==> src/rtl/counter_nbits_updown_en_if.sv <==
// Control and status bundle for counter_nbits_updown_en.
// The master drives the controls and the slave (the counter) drives the status.
interface counter_nbits_updown_en_if #(
    parameter int unsigned WIDTH = 4
);
    logic             en_in;
    logic             up_in;
    logic             oneshot_in;
    logic             clear_in;
    logic             load_in;
    logic [WIDTH-1:0] load_val_in;
    logic [WIDTH-1:0] count_out;
    logic [WIDTH-1:0] gray_out;
    logic             tc_out;
    logic             wrap_out;
    logic             busy_out;
    logic             done_out;

    modport master (
        output en_in, up_in, oneshot_in, clear_in, load_in, load_val_in,
        input  count_out, gray_out, tc_out, wrap_out, busy_out, done_out
    );

    modport slave (
        input  en_in, up_in, oneshot_in, clear_in, load_in, load_val_in,
        output count_out, gray_out, tc_out, wrap_out, busy_out, done_out
    );
endinterface

==> src/rtl/counter_nbits_updown_en.sv <==
// Modulo-MODULUS up/down counter with an IDLE/RUN/DONE state machine.
// Supports clear, saturating load, one-shot stop, a wrap pulse and a Gray-coded count.
module counter_nbits_updown_en #(
    parameter int unsigned WIDTH   = 4,
    parameter int unsigned MODULUS = 16
) (
    input logic                     clk,
    input logic                     reset_al_in,
    counter_nbits_updown_en_if.slave bus
);
    typedef enum logic [1:0] {StIdle = 2'b00, StRun = 2'b01, StDone = 2'b10} state_e;

    localparam logic [WIDTH-1:0] MaxCount = WIDTH'(MODULUS - 1);

    state_e           state_q;
    logic [WIDTH-1:0] count_q;
    logic             wrap_q;

    logic             at_max;
    logic             at_zero;
    logic             step_wraps;
    logic [WIDTH-1:0] step_val;
    logic [WIDTH-1:0] load_sat;

    always_comb begin
        at_max     = (count_q == MaxCount);
        at_zero    = (count_q == '0);
        step_wraps = 1'b0;
        step_val   = count_q;
        if (bus.up_in) begin
            step_wraps = at_max;
            step_val   = at_max ? '0 : count_q + 1'b1;
        end else begin
            step_wraps = at_zero;
            step_val   = at_zero ? MaxCount : count_q - 1'b1;
        end
        // Out-of-range loads clamp so the count never leaves 0..MODULUS-1.
        load_sat = (32'(bus.load_val_in) > (MODULUS - 1)) ? MaxCount : bus.load_val_in;
    end

    always_ff @(posedge clk) begin
        if (!reset_al_in) begin
            state_q <= StIdle;
            count_q <= '0;
            wrap_q  <= 1'b0;
        end else if (bus.clear_in) begin
            state_q <= StIdle;
            count_q <= '0;
            wrap_q  <= 1'b0;
        end else if (bus.load_in) begin
            state_q <= StIdle;
            count_q <= load_sat;
            wrap_q  <= 1'b0;
        end else begin
            case (state_q)
                StIdle, StRun: begin
                    if (bus.en_in) begin
                        if (step_wraps && bus.oneshot_in) begin
                            // Terminal value is already in count_q; freeze there.
                            state_q <= StDone;
                            wrap_q  <= 1'b0;
                        end else begin
                            state_q <= StRun;
                            count_q <= step_val;
                            wrap_q  <= step_wraps;
                        end
                    end else begin
                        state_q <= StIdle;
                        wrap_q  <= 1'b0;
                    end
                end
                StDone: begin
                    wrap_q <= 1'b0;
                end
                default: begin
                    state_q <= StIdle;
                    wrap_q  <= 1'b0;
                end
            endcase
        end
    end

    assign bus.count_out = count_q;
    assign bus.gray_out  = count_q ^ (count_q >> 1);
    assign bus.tc_out    = bus.up_in ? at_max : at_zero;
    assign bus.wrap_out  = wrap_q;
    assign bus.busy_out  = (state_q == StRun);
    assign bus.done_out  = (state_q == StDone);
endmodule

==> src/flat_wrapper.sv <==
// flat-port wrapper written by rule: the top's interface ports become plain ports
module counter_nbits_updown_en_flat 
#(
    parameter int unsigned WIDTH   = 4,
    parameter int unsigned MODULUS = 16
)
  (clk, reset_al_in, bus_en_in, bus_up_in, bus_oneshot_in, bus_clear_in, bus_load_in, bus_load_val_in, bus_count_out, bus_gray_out, bus_tc_out, bus_wrap_out, bus_busy_out, bus_done_out);
  counter_nbits_updown_en_if #(.WIDTH(WIDTH)) bus_i ();
  input logic clk;
  input logic reset_al_in;
  input wire logic [$bits(bus_i.en_in)-1:0] bus_en_in;
  input wire logic [$bits(bus_i.up_in)-1:0] bus_up_in;
  input wire logic [$bits(bus_i.oneshot_in)-1:0] bus_oneshot_in;
  input wire logic [$bits(bus_i.clear_in)-1:0] bus_clear_in;
  input wire logic [$bits(bus_i.load_in)-1:0] bus_load_in;
  input wire logic [$bits(bus_i.load_val_in)-1:0] bus_load_val_in;
  output wire logic [$bits(bus_i.count_out)-1:0] bus_count_out;
  output wire logic [$bits(bus_i.gray_out)-1:0] bus_gray_out;
  output wire logic [$bits(bus_i.tc_out)-1:0] bus_tc_out;
  output wire logic [$bits(bus_i.wrap_out)-1:0] bus_wrap_out;
  output wire logic [$bits(bus_i.busy_out)-1:0] bus_busy_out;
  output wire logic [$bits(bus_i.done_out)-1:0] bus_done_out;
  assign bus_i.en_in = bus_en_in;
  assign bus_i.up_in = bus_up_in;
  assign bus_i.oneshot_in = bus_oneshot_in;
  assign bus_i.clear_in = bus_clear_in;
  assign bus_i.load_in = bus_load_in;
  assign bus_i.load_val_in = bus_load_val_in;
  assign bus_count_out = bus_i.count_out;
  assign bus_gray_out = bus_i.gray_out;
  assign bus_tc_out = bus_i.tc_out;
  assign bus_wrap_out = bus_i.wrap_out;
  assign bus_busy_out = bus_i.busy_out;
  assign bus_done_out = bus_i.done_out;
  counter_nbits_updown_en #(.WIDTH(WIDTH), .MODULUS(MODULUS)) u_core (.clk(clk), .reset_al_in(reset_al_in), .bus(bus_i));
endmodule
==> config.mk <==
export PLATFORM = sky130hd
export DESIGN_NAME = counter_nbits_updown_en_flat
export DESIGN_NICKNAME = d
export VERILOG_FILES = /design/src/rtl/counter_nbits_updown_en_if.sv /design/src/rtl/counter_nbits_updown_en.sv /design/src/flat_wrapper.sv
export SDC_FILE = /design/constraint.sdc
export NUM_CORES = 1
export LEC_CHECK = 0
export ABC_AREA = 1
export CELL_PAD_IN_SITES_DETAIL_PLACEMENT = 1
export CELL_PAD_IN_SITES_GLOBAL_PLACEMENT = 1
export CORE_ASPECT_RATIO = 0.7
export CORE_UTILIZATION = 27
export CTS_CLUSTER_DIAMETER = 50
export CTS_CLUSTER_SIZE = 40
export DETAILED_ROUTE_END_ITERATION = 8
export PLACE_DENSITY = 0.75
export SYNTH_ARGS = -nofsm -noshare
export SYNTH_HDL_FRONTEND = slang
export SYNTH_SLANG_ARGS = --single-unit
==> constraint.sdc <==
create_clock -name clk -period 1.7 [get_ports clk]
set_input_delay 0.34 -clock clk [delete_from_list [all_inputs] [get_ports clk]]
set_output_delay 0.34 -clock clk [all_outputs]
set_load 0.02 [all_outputs]
==> run_results.csv <==
group,metric,value,unit
outcome,status,"finished with violations",
outcome,failed_checks,"DRC",
sta,fin_ws,0.07719,ns
critical_path,worstSetupEndpointType,"primary output",
sta,finalMaxSlewViolations,0,
hold_path,holdPathEnd,"u_core.state_q[1]",
place,gp_congestion,0.7224,
clocking,cts_buffer_depth,2,
synthesis,synth.most_common_cell,"nand2_1",
power_and_ir_drop,internal_power,0.3663,mW
global_routing,grt_pass1_vias,719,
critical_path,critPathRequiredTime,1.36,ns
power_and_ir_drop,p_leak,0.5838,nW
clocking,cts_sinks,7,
sta,tns,0,ns
clocking,cts_tree,"yes",
power_and_ir_drop,comb_power_share,0.395,
routing,drt_wl_total,1950,µm
synthesis,synth_ff_type,"dfxtp_1",
critical_path,rrSetupSlack,0.23,ns
sta,skew,0.003550,ns
global_routing,antenna_found_initial,0,
flow_run,maxCapViolCount,0,
synthesis,synthesis.area,580.6,µm²
sta,tightest_slew,0.2993,ns
synthesis,synth.largest_area_cell,"dfxtp_1",
sta,rsz0062_at_grt,"no",
synthesis,yosysWarningCount,0,
die,initial_utilization,0.2999,
synthesis,seq_area_frac_synth,0.2414,
sta,min_period_over_period,0.9546,
routing,dr.pass1.iters,6,
power_and_ir_drop,swShare,0.3385,
power_and_ir_drop,power-per-cell-area,565.3,nW/µm²
critical_path,cp_max_fo,4,
die,fp-row-count,13,
routing,routed.top_layer,"met3",
routing,route.detailed.drc,1,
die,die_x,57.43,µm
global_routing,track_usage,0.1910,
synthesis,ys_types,16,
critical_path,critPathLaunchType,"flip-flop",
die,design.core.area,1936,µm²
synthesis,synth_seq_cells,7,
synthesis,synth_top_area_share,0.2414,
critical_path,r2r_end,"u_core.bus.count_out[0]",
hold_path,hold_start,"u_core.state_q[1]",
power_and_ir_drop,seq_power_share,0.321,
sta,setup_viol,0,
hold_path,min_path_type,"flip-flop to flip-flop",
routing,postRouteAntennaNets,0,
sta,hold_violations,0,
sta,fin_crit,1.623,ns
routing,wl_per_cell,12.50,µm
global_routing,grt-ovfl-total,0,
place,place_area,948.4,µm²
clocking,post-cts-setup-buffers,0,
clocking,insertion_delay,0.26,ns
die,die_height,40.80,µm
layout,num-nets-final,153,
routing,wl_met2,869,µm
die,io_pins,23,
hold_path,hold_depth,2,
clocking,cts_root_buf,"clkbuf_4",
critical_path,reg2reg_depth,10,
synthesis,syn_area_per_cell,6.310,µm²
sta,slew-limit-headroom,0.7998,
critical_path,worstPathArrival,1.28,ns
synthesis,synth_area_leaders,"dfxtp_1 (24%), nand2_1 (16%), ha_1 (15%)",
routing,met3_length,110,µm
synthesis,synth_edf_count,0,
power_and_ir_drop,vdd_ir_drop_max,0.0002067,V
clocking,holdBufCountCts,0,
die,die_area,2343,µm²
synthesis,syn_inst,92,
power_and_ir_drop,p_clk_frac,0.284,
clocking,cts_buffers,3,
clocking,cts_max_level,1,
routing,drt-met1-wl,971,µm
routing,drt_iter0_markers,7,
global_routing,grt_pass1_wl,3132,µm
layout,final_cell_area,979.7,µm²
routing,vias,706,
synthesis,synth-async-reset-ratio,0,
layout,area.growth.synth_to_final,68.75,%
place,pre_cts_slack,-0.3190,ns
layout,antenna_cells,0,
place,dpl.hpwl,1668,µm
power_and_ir_drop,p_switching,0.1875,mW
power_and_ir_drop,finalPower,0.5538,mW
synthesis,synth_nets,110,
synthesis,ys_top_cells_by_count,"nand2_1 (24), inv_1 (14), nor2_1 (13)",
routing,via_per_inst,4.526,
global_routing,grt_max_degree,8,
clocking,clkTransAtPathRegs,0.06,ns
layout,drive_above_1_share,0.2537,
place,port_buffers,22,
critical_path,reg2reg_from,"u_core.bus.count_out[1]",
sta,fmax,616.2,MHz
critical_path,path_class,"flip-flop to primary output",
flip-flops by register name (all words and copies together) (netlist names):
register / flops
u_core.bus.count_out: 4
u_core.state_q: 2
u_core.bus.wrap_out: 1
how the worst max path moves through the flow:
stage	start	endpoint	slack (ns)	cells after the start
2_1_floorplan	u_core.bus.count_out[2]	u_core.bus.count_out[2]	0.11	10
3_3_place_gp	bus_up_in	bus_tc_out	-0.29	4
3_5_place_dp	bus_up_in	bus_tc_out	-0.32	4
4_1_cts	u_core.state_q[0]	bus_done_out	0.02	4
5_1_grt	u_core.bus.count_out[3]	bus_gray_out[2]	0.005	3
6_report	u_core.bus.count_out[1]	bus_gray_out[1]	0.08	3
through the flow:
step,utilization,hold WS (ns),instances
finish,0.5061,0.5156,156
global route,0.5061,0.5509,156
CTS,0.5016,0.5176,156
detailed placement,0.4900,0.5093,152
floorplan,-,0.4751,92
global placement,0.4900,0.4959,152
power by group through the flow:
| stage | Combinational [mW] | Sequential [mW] | Clock, mW |
|---|---|---|---|
| floorplan | 0.103 | 0.190 | 0 |
| global placement | 0.222 | 0.181 | 0 |
| detailed placement | 0.231 | 0.181 | 0 |
| CTS | 0.222 | 0.178 | 0.161 |
| global route | 0.243 | 0.179 | 0.174 |
| finish | 0.219 | 0.178 | 0.157 |
cells by family (layout without fill, tap and decap cells):
kind of cell / after synthesis / in the layout / synth area share
compound gates: 7 / 7 / 0.06034
xor+xnor: 1 / 1 / 0.01509
fa+ha+maj: 7 / 7 / 0.1509
flops: 7 / 7 / 0.2414
simple gates: 54 / 54 / 0.4224
buf+inv: 16 / 58 / 0.1099
what timing repair did:
item | CTS | global route
gates cloned | 0 | 0
gates resized for setup | 14 | 8
endpoints found under the hold margin | 0 | 0
endpoints found under the setup margin | 9 | 6
pin swaps | 0 | 0
layer usage:
layer  track usage  vias up
li1              -      365
met1        0.2500      323
met2        0.3198       18
met3       0.07571        0
met4             0        0
met5             0        -
cell type report:
type | instances | area (µm²)
multi-input combinational | 69 | 381.6
sequential | 7 | 142.6
inverter | 15 | 56.30
clock buffer | 4 | 26.28
timing repair buffer | 39 | 345.3
fill | 262 | 955.9
tap | 22 | 27.53
critical path, stage by stage, from the launching register on:
cell and delay (ns):
dfxtp_2 0.35, inv_1 0.08, ha_1 0.30, clkdlybuf4s15_1 0.29
cell usage in the layout (no fill, tap or decap), types with 2 or more instances in the layout:
master	instances
dfxtp_1	5
nand3_1	10
nand2_2	2
clkbuf_4	3
nand2_1	24
inv_1	13
nor2_1	13
buf_4	17
dfxtp_2	2
clkdlybuf4s50_1	11
dlymetal6s2s_1	3
a21oi_1	3
inv_2	2
ha_1	5
o21ai_0	4
nand2_4	2
dlygate4sd2_1	5
ha_2	2
Power figures use the tool's default switching activity.
